**src/rtl/collision_pkg.sv**
```systemverilog
// Shared constants and types for the player collision sequencer and the
// tile address helper it shares with the renderer.
package collision_pkg;
  localparam int TILE_SHIFT = 4;
  localparam int MAP_COLS   = 40;
  localparam int MAP_ROWS   = 30;
  localparam int SCREEN_W   = 640;
  localparam int SCREEN_H   = 480;
  localparam int SOLID_BIT  = 0;

  typedef enum logic [3:0] {
    S_IDLE,
    S_LATCH,
    S_X_ISSUE,
    S_X_WAIT,
    S_X_RESOLVE,
    S_Y_ISSUE,
    S_Y_WAIT,
    S_Y_RESOLVE,
    S_COMMIT
  } state_t;

  typedef struct packed {
    logic signed [11:0] x;
    logic signed [11:0] y;
  } probe_pt_t;

  function automatic logic signed [11:0] clamp_s12(input logic signed [11:0] v,
                                                   input logic signed [11:0] hi);
    if (v < 12'sd0) return 12'sd0;
    if (v > hi) return hi;
    return v;
  endfunction
endpackage

```
**src/rtl/tile_addr_calc.sv**
```systemverilog
// Pixel point to world tile address; points off screen flag out_of_bounds
// and return address 0.
module tile_addr_calc
  import collision_pkg::*;
(
  input  logic signed [11:0] pt_x,
  input  logic signed [11:0] pt_y,
  output logic [10:0]        cell_addr,
  output logic               out_of_bounds
);
  localparam logic signed [11:0] X_LAST = 12'(SCREEN_W - 1);
  localparam logic signed [11:0] Y_LAST = 12'(SCREEN_H - 1);

  logic [5:0] col;
  logic [4:0] row;

  always_comb begin
    out_of_bounds = (pt_x < 12'sd0) || (pt_x > X_LAST) ||
                    (pt_y < 12'sd0) || (pt_y > Y_LAST);
    col = pt_x[TILE_SHIFT +: 6];
    row = pt_y[TILE_SHIFT +: 5];
    cell_addr = out_of_bounds ? 11'd0 : 11'(row) * 11'(MAP_COLS) + 11'(col);
  end
endmodule

```
**src/rtl/collision_sequencer.sv**
```systemverilog
// Per-frame player collision resolution: probes the leading sprite corners
// through the shared world ROM port, X axis first, then Y with the resolved X.
module collision_sequencer
  import collision_pkg::*;
#(
  parameter int SPRITE_W = 16,
  parameter int SPRITE_H = 16,
  parameter int INIT_X   = 320,
  parameter int INIT_Y   = 100
) (
  input  logic        Clk,
  input  logic        Reset,
  input  logic        frame_start,
  input  logic [9:0]  X_Pos,
  input  logic [9:0]  Y_Pos,
  input  logic [5:0]  Right_V,
  input  logic [5:0]  Left_V,
  input  logic [5:0]  Up_V,
  input  logic [5:0]  Down_V,
  output logic        rom_req,
  input  logic        rom_gnt,
  output logic [10:0] cell_ADDR,
  input  logic [4:0]  rom_data,
  output logic [9:0]  X_Out,
  output logic [9:0]  Y_Out,
  output logic        rightFlag,
  output logic        leftFlag,
  output logic        upFlag,
  output logic        downFlag,
  output logic        done,
  output logic        frame_overrun
);
  localparam logic signed [11:0] SW    = 12'(SPRITE_W);
  localparam logic signed [11:0] SH    = 12'(SPRITE_H);
  localparam logic signed [11:0] SW1   = 12'(SPRITE_W - 1);
  localparam logic signed [11:0] SH1   = 12'(SPRITE_H - 1);
  localparam logic signed [11:0] X_MAX = 12'(SCREEN_W - SPRITE_W);
  localparam logic signed [11:0] Y_MAX = 12'(SCREEN_H - SPRITE_H);

  state_t state;
  logic signed [11:0] x0, y0, xr_q, yr_q;
  logic [5:0] dx, dy;
  logic dir_r, dir_u, pidx, solid_acc, probe_oob;
  logic rf, lf, uf, df;

  logic signed [11:0] dx_s, dy_s, xc, yc, x_edge, y_edge, x_tile, y_tile;
  logic signed [11:0] xr_res, yr_res, xr_use;
  logic y_down, probe_solid, use_x, second, pt_oob;
  probe_pt_t pt;
  logic [10:0] pt_addr;
  logic unused_bits;

  assign dx_s   = {6'd0, dx};
  assign dy_s   = {6'd0, dy};
  assign xc     = dir_r ? x0 + dx_s : x0 - dx_s;
  assign x_edge = dir_r ? xc + SW1 : xc;
  assign x_tile = x_edge >>> TILE_SHIFT;
  // No vertical motion still probes one pixel below to detect standing on ground.
  assign yc     = (dy == 6'd0) ? y0 + 12'sd1 : (dir_u ? y0 - dy_s : y0 + dy_s);
  assign y_down = !(dir_u && (dy != 6'd0));
  assign y_edge = y_down ? yc + SH1 : yc;
  assign y_tile = y_edge >>> TILE_SHIFT;

  assign probe_solid = probe_oob | ~rom_data[SOLID_BIT];
  assign unused_bits = ^{rom_data[4:1], yr_q[11:10]};

  always_comb begin
    xr_res = xc;
    if (solid_acc)
      xr_res = dir_r ? (x_tile <<< TILE_SHIFT) - SW : (x_tile + 12'sd1) <<< TILE_SHIFT;
    xr_res = clamp_s12(xr_res, X_MAX);
  end

  always_comb begin
    yr_res = yc;
    if (dy == 6'd0)
      yr_res = y0;
    else if (solid_acc)
      yr_res = y_down ? (y_tile <<< TILE_SHIFT) - SH : (y_tile + 12'sd1) <<< TILE_SHIFT;
    yr_res = clamp_s12(yr_res, Y_MAX);
  end

  // Point for the probe about to be issued; the first Y probe leaves X_RESOLVE
  // so it must see the X result being registered on the same edge.
  always_comb begin
    use_x  = ((state == S_LATCH) && (dx != 6'd0)) || (state == S_X_WAIT);
    second = (state == S_X_WAIT) || (state == S_Y_WAIT);
    xr_use = (state == S_X_RESOLVE) ? xr_res : xr_q;
    if (use_x) begin
      pt.x = x_edge;
      pt.y = second ? y0 + SH1 : y0;
    end else begin
      pt.x = second ? xr_use + SW1 : xr_use;
      pt.y = y_edge;
    end
  end

  tile_addr_calc u_addr (
    .pt_x          (pt.x),
    .pt_y          (pt.y),
    .cell_addr     (pt_addr),
    .out_of_bounds (pt_oob)
  );

  always_ff @(posedge Clk) begin
    if (Reset) begin
      state         <= S_IDLE;
      x0            <= '0;
      y0            <= '0;
      xr_q          <= 12'(INIT_X);
      yr_q          <= 12'(INIT_Y);
      dx            <= '0;
      dy            <= '0;
      dir_r         <= 1'b0;
      dir_u         <= 1'b0;
      pidx          <= 1'b0;
      solid_acc     <= 1'b0;
      probe_oob     <= 1'b0;
      rf            <= 1'b0;
      lf            <= 1'b0;
      uf            <= 1'b0;
      df            <= 1'b0;
      rom_req       <= 1'b0;
      cell_ADDR     <= '0;
      X_Out         <= 10'(INIT_X);
      Y_Out         <= 10'(INIT_Y);
      rightFlag     <= 1'b0;
      leftFlag      <= 1'b0;
      upFlag        <= 1'b0;
      downFlag      <= 1'b0;
      done          <= 1'b0;
      frame_overrun <= 1'b0;
    end else begin
      done          <= 1'b0;
      frame_overrun <= frame_start && (state != S_IDLE);
      case (state)
        S_IDLE: if (frame_start) begin
          x0    <= {2'b00, X_Pos};
          y0    <= {2'b00, Y_Pos};
          xr_q  <= {2'b00, X_Pos};
          yr_q  <= {2'b00, Y_Pos};
          dx    <= (Right_V > Left_V) ? Right_V - Left_V : Left_V - Right_V;
          dy    <= (Up_V > Down_V) ? Up_V - Down_V : Down_V - Up_V;
          dir_r <= Right_V > Left_V;
          dir_u <= Up_V > Down_V;
          rf    <= 1'b0;
          lf    <= 1'b0;
          uf    <= 1'b0;
          df    <= 1'b0;
          state <= S_LATCH;
        end
        S_LATCH: begin
          pidx      <= 1'b0;
          solid_acc <= 1'b0;
          cell_ADDR <= pt_addr;
          rom_req   <= !pt_oob;
          probe_oob <= pt_oob;
          state     <= (dx != 6'd0) ? S_X_ISSUE : S_Y_ISSUE;
        end
        // Off-screen probes never touch the ROM but keep the cycle count fixed.
        S_X_ISSUE, S_Y_ISSUE: if (probe_oob || rom_gnt) begin
          rom_req <= 1'b0;
          state   <= (state == S_X_ISSUE) ? S_X_WAIT : S_Y_WAIT;
        end
        S_X_WAIT, S_Y_WAIT: begin
          solid_acc <= solid_acc | probe_solid;
          if (!pidx) begin
            pidx      <= 1'b1;
            cell_ADDR <= pt_addr;
            rom_req   <= !pt_oob;
            probe_oob <= pt_oob;
            state     <= (state == S_X_WAIT) ? S_X_ISSUE : S_Y_ISSUE;
          end else begin
            pidx  <= 1'b0;
            state <= (state == S_X_WAIT) ? S_X_RESOLVE : S_Y_RESOLVE;
          end
        end
        S_X_RESOLVE: begin
          xr_q      <= xr_res;
          rf        <= solid_acc & dir_r;
          lf        <= solid_acc & ~dir_r;
          solid_acc <= 1'b0;
          cell_ADDR <= pt_addr;
          rom_req   <= !pt_oob;
          probe_oob <= pt_oob;
          state     <= S_Y_ISSUE;
        end
        S_Y_RESOLVE: begin
          yr_q  <= yr_res;
          uf    <= solid_acc & ~y_down;
          df    <= solid_acc & y_down;
          state <= S_COMMIT;
        end
        S_COMMIT: begin
          X_Out     <= xr_q[9:0];
          Y_Out     <= yr_q[9:0];
          rightFlag <= rf;
          leftFlag  <= lf;
          upFlag    <= uf;
          downFlag  <= df;
          done      <= 1'b1;
          state     <= S_IDLE;
        end
        default: state <= S_IDLE;
      endcase
    end
  end
endmodule

```
**config.mk**
```make
export PLATFORM = sky130hd
export DESIGN_NAME = collision_sequencer
export DESIGN_NICKNAME = d
export VERILOG_FILES = /design/src/rtl/collision_pkg.sv /design/src/rtl/tile_addr_calc.sv /design/src/rtl/collision_sequencer.sv
export SDC_FILE = /design/constraint.sdc
export NUM_CORES = 1
export LEC_CHECK = 0
export ABC_AREA = 1
export ABC_CLOCK_PERIOD_IN_PS = 9100
export CORE_UTILIZATION = 41
export DETAILED_ROUTE_END_ITERATION = 16
export SLEW_MARGIN = 15
export SYNTH_ARGS = -nofsm -noshare
export SYNTH_HDL_FRONTEND = slang
export SYNTH_SLANG_ARGS = --single-unit
```
**constraint.sdc**
```tcl
create_clock -name Clk -period 9.1 [get_ports Clk]
set_input_delay 2.275 -clock Clk [delete_from_list [all_inputs] [get_ports Clk]]
set_output_delay 2.275 -clock Clk [all_outputs]
set_load 0.05 [all_outputs]
```
==> qor.yml <==
ctsHoldBuffers: 0
synth.distinct_cells: 59
status: "complete, no violations"
setup_viol: 0
ys_seq_elements: 104
cts.sinks: 104
holdCritPathClass: "reg2reg"
area_growth_pct: 15.1
dieArea_mm2: 0.0222
dpl.hpwl_um: 19800
vias_per_cell: 5.20
synth.avg_cell_area_um2: 6.49
crit_path_end_kind: "register"
route.detailed.drc: 0
cts_buffers: 9
vias: 8840
syn_area_mm2: 0.00886
io_pins: 91
reg2reg_slack_ns: 2.06
required_ns: 9.39
wl_per_cell_um: 15.4
wirelength_um: 26200
final_cell_mix: "297 x nand2_1, 198 x inv_1, 126 x nor2_1, 110 x o21ai_0, 104 x dfxtp_1"
drive_above_1_share_pct: 7.01
hold_viol_final: 0
critPathKind: "reg2reg"
crit_arrival_ns: 7.33
fin_nets: 1558
skew_ns: 0.00924
slowest_stage: "fa_1"
grt_pass1_vias: 8262
syn_inst: 1364
cp-start-kind: "register"
h-tree-depth: 3
synth-async-reset-ratio_pct: 0
drtIter0Drc: 534
initial_utilization_pct: 42.0
seq_area_mm2: 0.00208
rsz0062_at_grt: "no"
insertion_delay_ns: 0.36
die_h_um: 149
gp_congestion: 0.895
core_area_mm2: 0.0211
grt_pass1_wl_um: 42000
grt_max_degree: 55
post_cts_buffers: 0
tightest_slew_ns: 1.09
root_buffer: "clkbuf_16"
overflow: 0
firstDrtPassIters: 5
ant_nets: 0
ys.warnings.count: 0
antenna_found_initial: 0
clkTransAtPathRegs_ns: 0.07
fill_cells: 2233
synth_top_flop_cell: "dfxtp_1"
cts_buffer_depth: 2
slew_headroom_pct: 27.3
max_stage_delay_ns: 0.42
die_x_um: 149
syn-num-nets: 1500
fmax_mhz: 142
tns_ns: 0
multiInputGateArea_mm2: 0.00575
crit_path_max_fanout: 8
drv_slew: 0
path_common_cell: "inv_1"
grtUsageTotal_pct: 24.1
ctsResizeCount: 0
ys_seq_area_share_pct: 23.5
antenna_cells: 0
core.rowCount: 53
holdWs_ns: 0.462
synth-edff-count: 0
port_buffers: 86
cts_tree: "built"
cap_violations: 0
fin_crit_sh_pct: 77.3
layout_commonest_cell: "nand2_1"
fin_crit_ns: 7.04
metrics by stage:
step / cell area [um^2] / cells / utilization [%] / setup WS [ns]
floorplan: 8860 / 1364 / - / 3.44
global placement: 9880 / 1686 / 46.9 / 2.31
detailed placement: 9880 / 1686 / 46.9 / 2.28
CTS: 10200 / 1701 / 48.3 / 2.17
global route: 10200 / 1701 / 48.3 / 1.38
finish: 10200 / 1701 / 48.3 / 2.06
path summary, 6_finish.rpt:
path,startpoint,end,cells past startpoint
max,x0[0],cell_ADDR[8],45
min,X_Out[6],X_Out[6],2
max reg2reg,x0[0],cell_ADDR[8],45
min reg2reg,X_Out[6],X_Out[6],2
area by class of cell:
class	count	area share, %
flip-flops and latches	104	20.4
multi-input cells	1003	56.4
repair buffers	93	8.91
inverters	211	7.80
clock inverters	4	0.761
well taps	275	3.38
clock buffers	11	2.28
critical path: cells and delay by family (launching register included):
family,cells,cell delay [ns]
adder cells (fa/ha/maj),6,1.62
AO/OA/AOI/OAI,11,2.06
flip-flops,1,0.36
XOR/XNOR,1,0.30
AND/OR/NAND/NOR,17,1.79
buffers and inverters,10,0.79
registers in the layout (all words and copies together), names as in the netlist, 4 cells and up:
register / count
x0: 10
dy: 6
xr_q: 11
Y_Out: 10
cell_ADDR: 11
X_Out: 10
dx: 6
y0: 10
state: 4
yr_q: 10
layer usage:
layer / up-vias / routed length (um) / GRT usage [%]
met4: 0 / 642 / 8.01
met1: 4031 / 12000 / 30.5
met5: - / 0 / 0
li1: 4564 / - / -
met3: 38 / 934 / 2.75
met2: 207 / 12600 / 42.2
kinds of logic (layout without fill, tap and decap cells):
group / Yosys count / in the layout / synth area share (%)
adder cells (fa/ha/maj): 83 / 83 / 12.7
flip-flops: 104 / 104 / 23.5
buffers and inverters: 257 / 319 / 11.6
AND/OR/NAND/NOR: 613 / 613 / 30.8
AO/OA/AOI/OAI: 275 / 275 / 18.1
XOR/XNOR: 30 / 30 / 3.05
multiplexers: 2 / 2 / 0.226
cell usage after synthesis (all sizes together) (9+ instances only):
cell type  instances  share of area (%)
nand4             17                1.3
nand3            114                7.4
a21oi            100                6.3
nor2             132                5.9
buf               13                1.2
dfxtp            104                 24
clkbuf            33                1.4
inv              209                8.9
nor3              21                1.2
xor2              21                2.2
o21ai            117                6.8
o22ai             15                1.1
nand2            318                 14
ha                71                 10
xnor2              9               0.89
fa                12                2.7
Power is not shown: default switching activity piles up to over one toggle a cycle in this logic, so the estimate is an artifact.
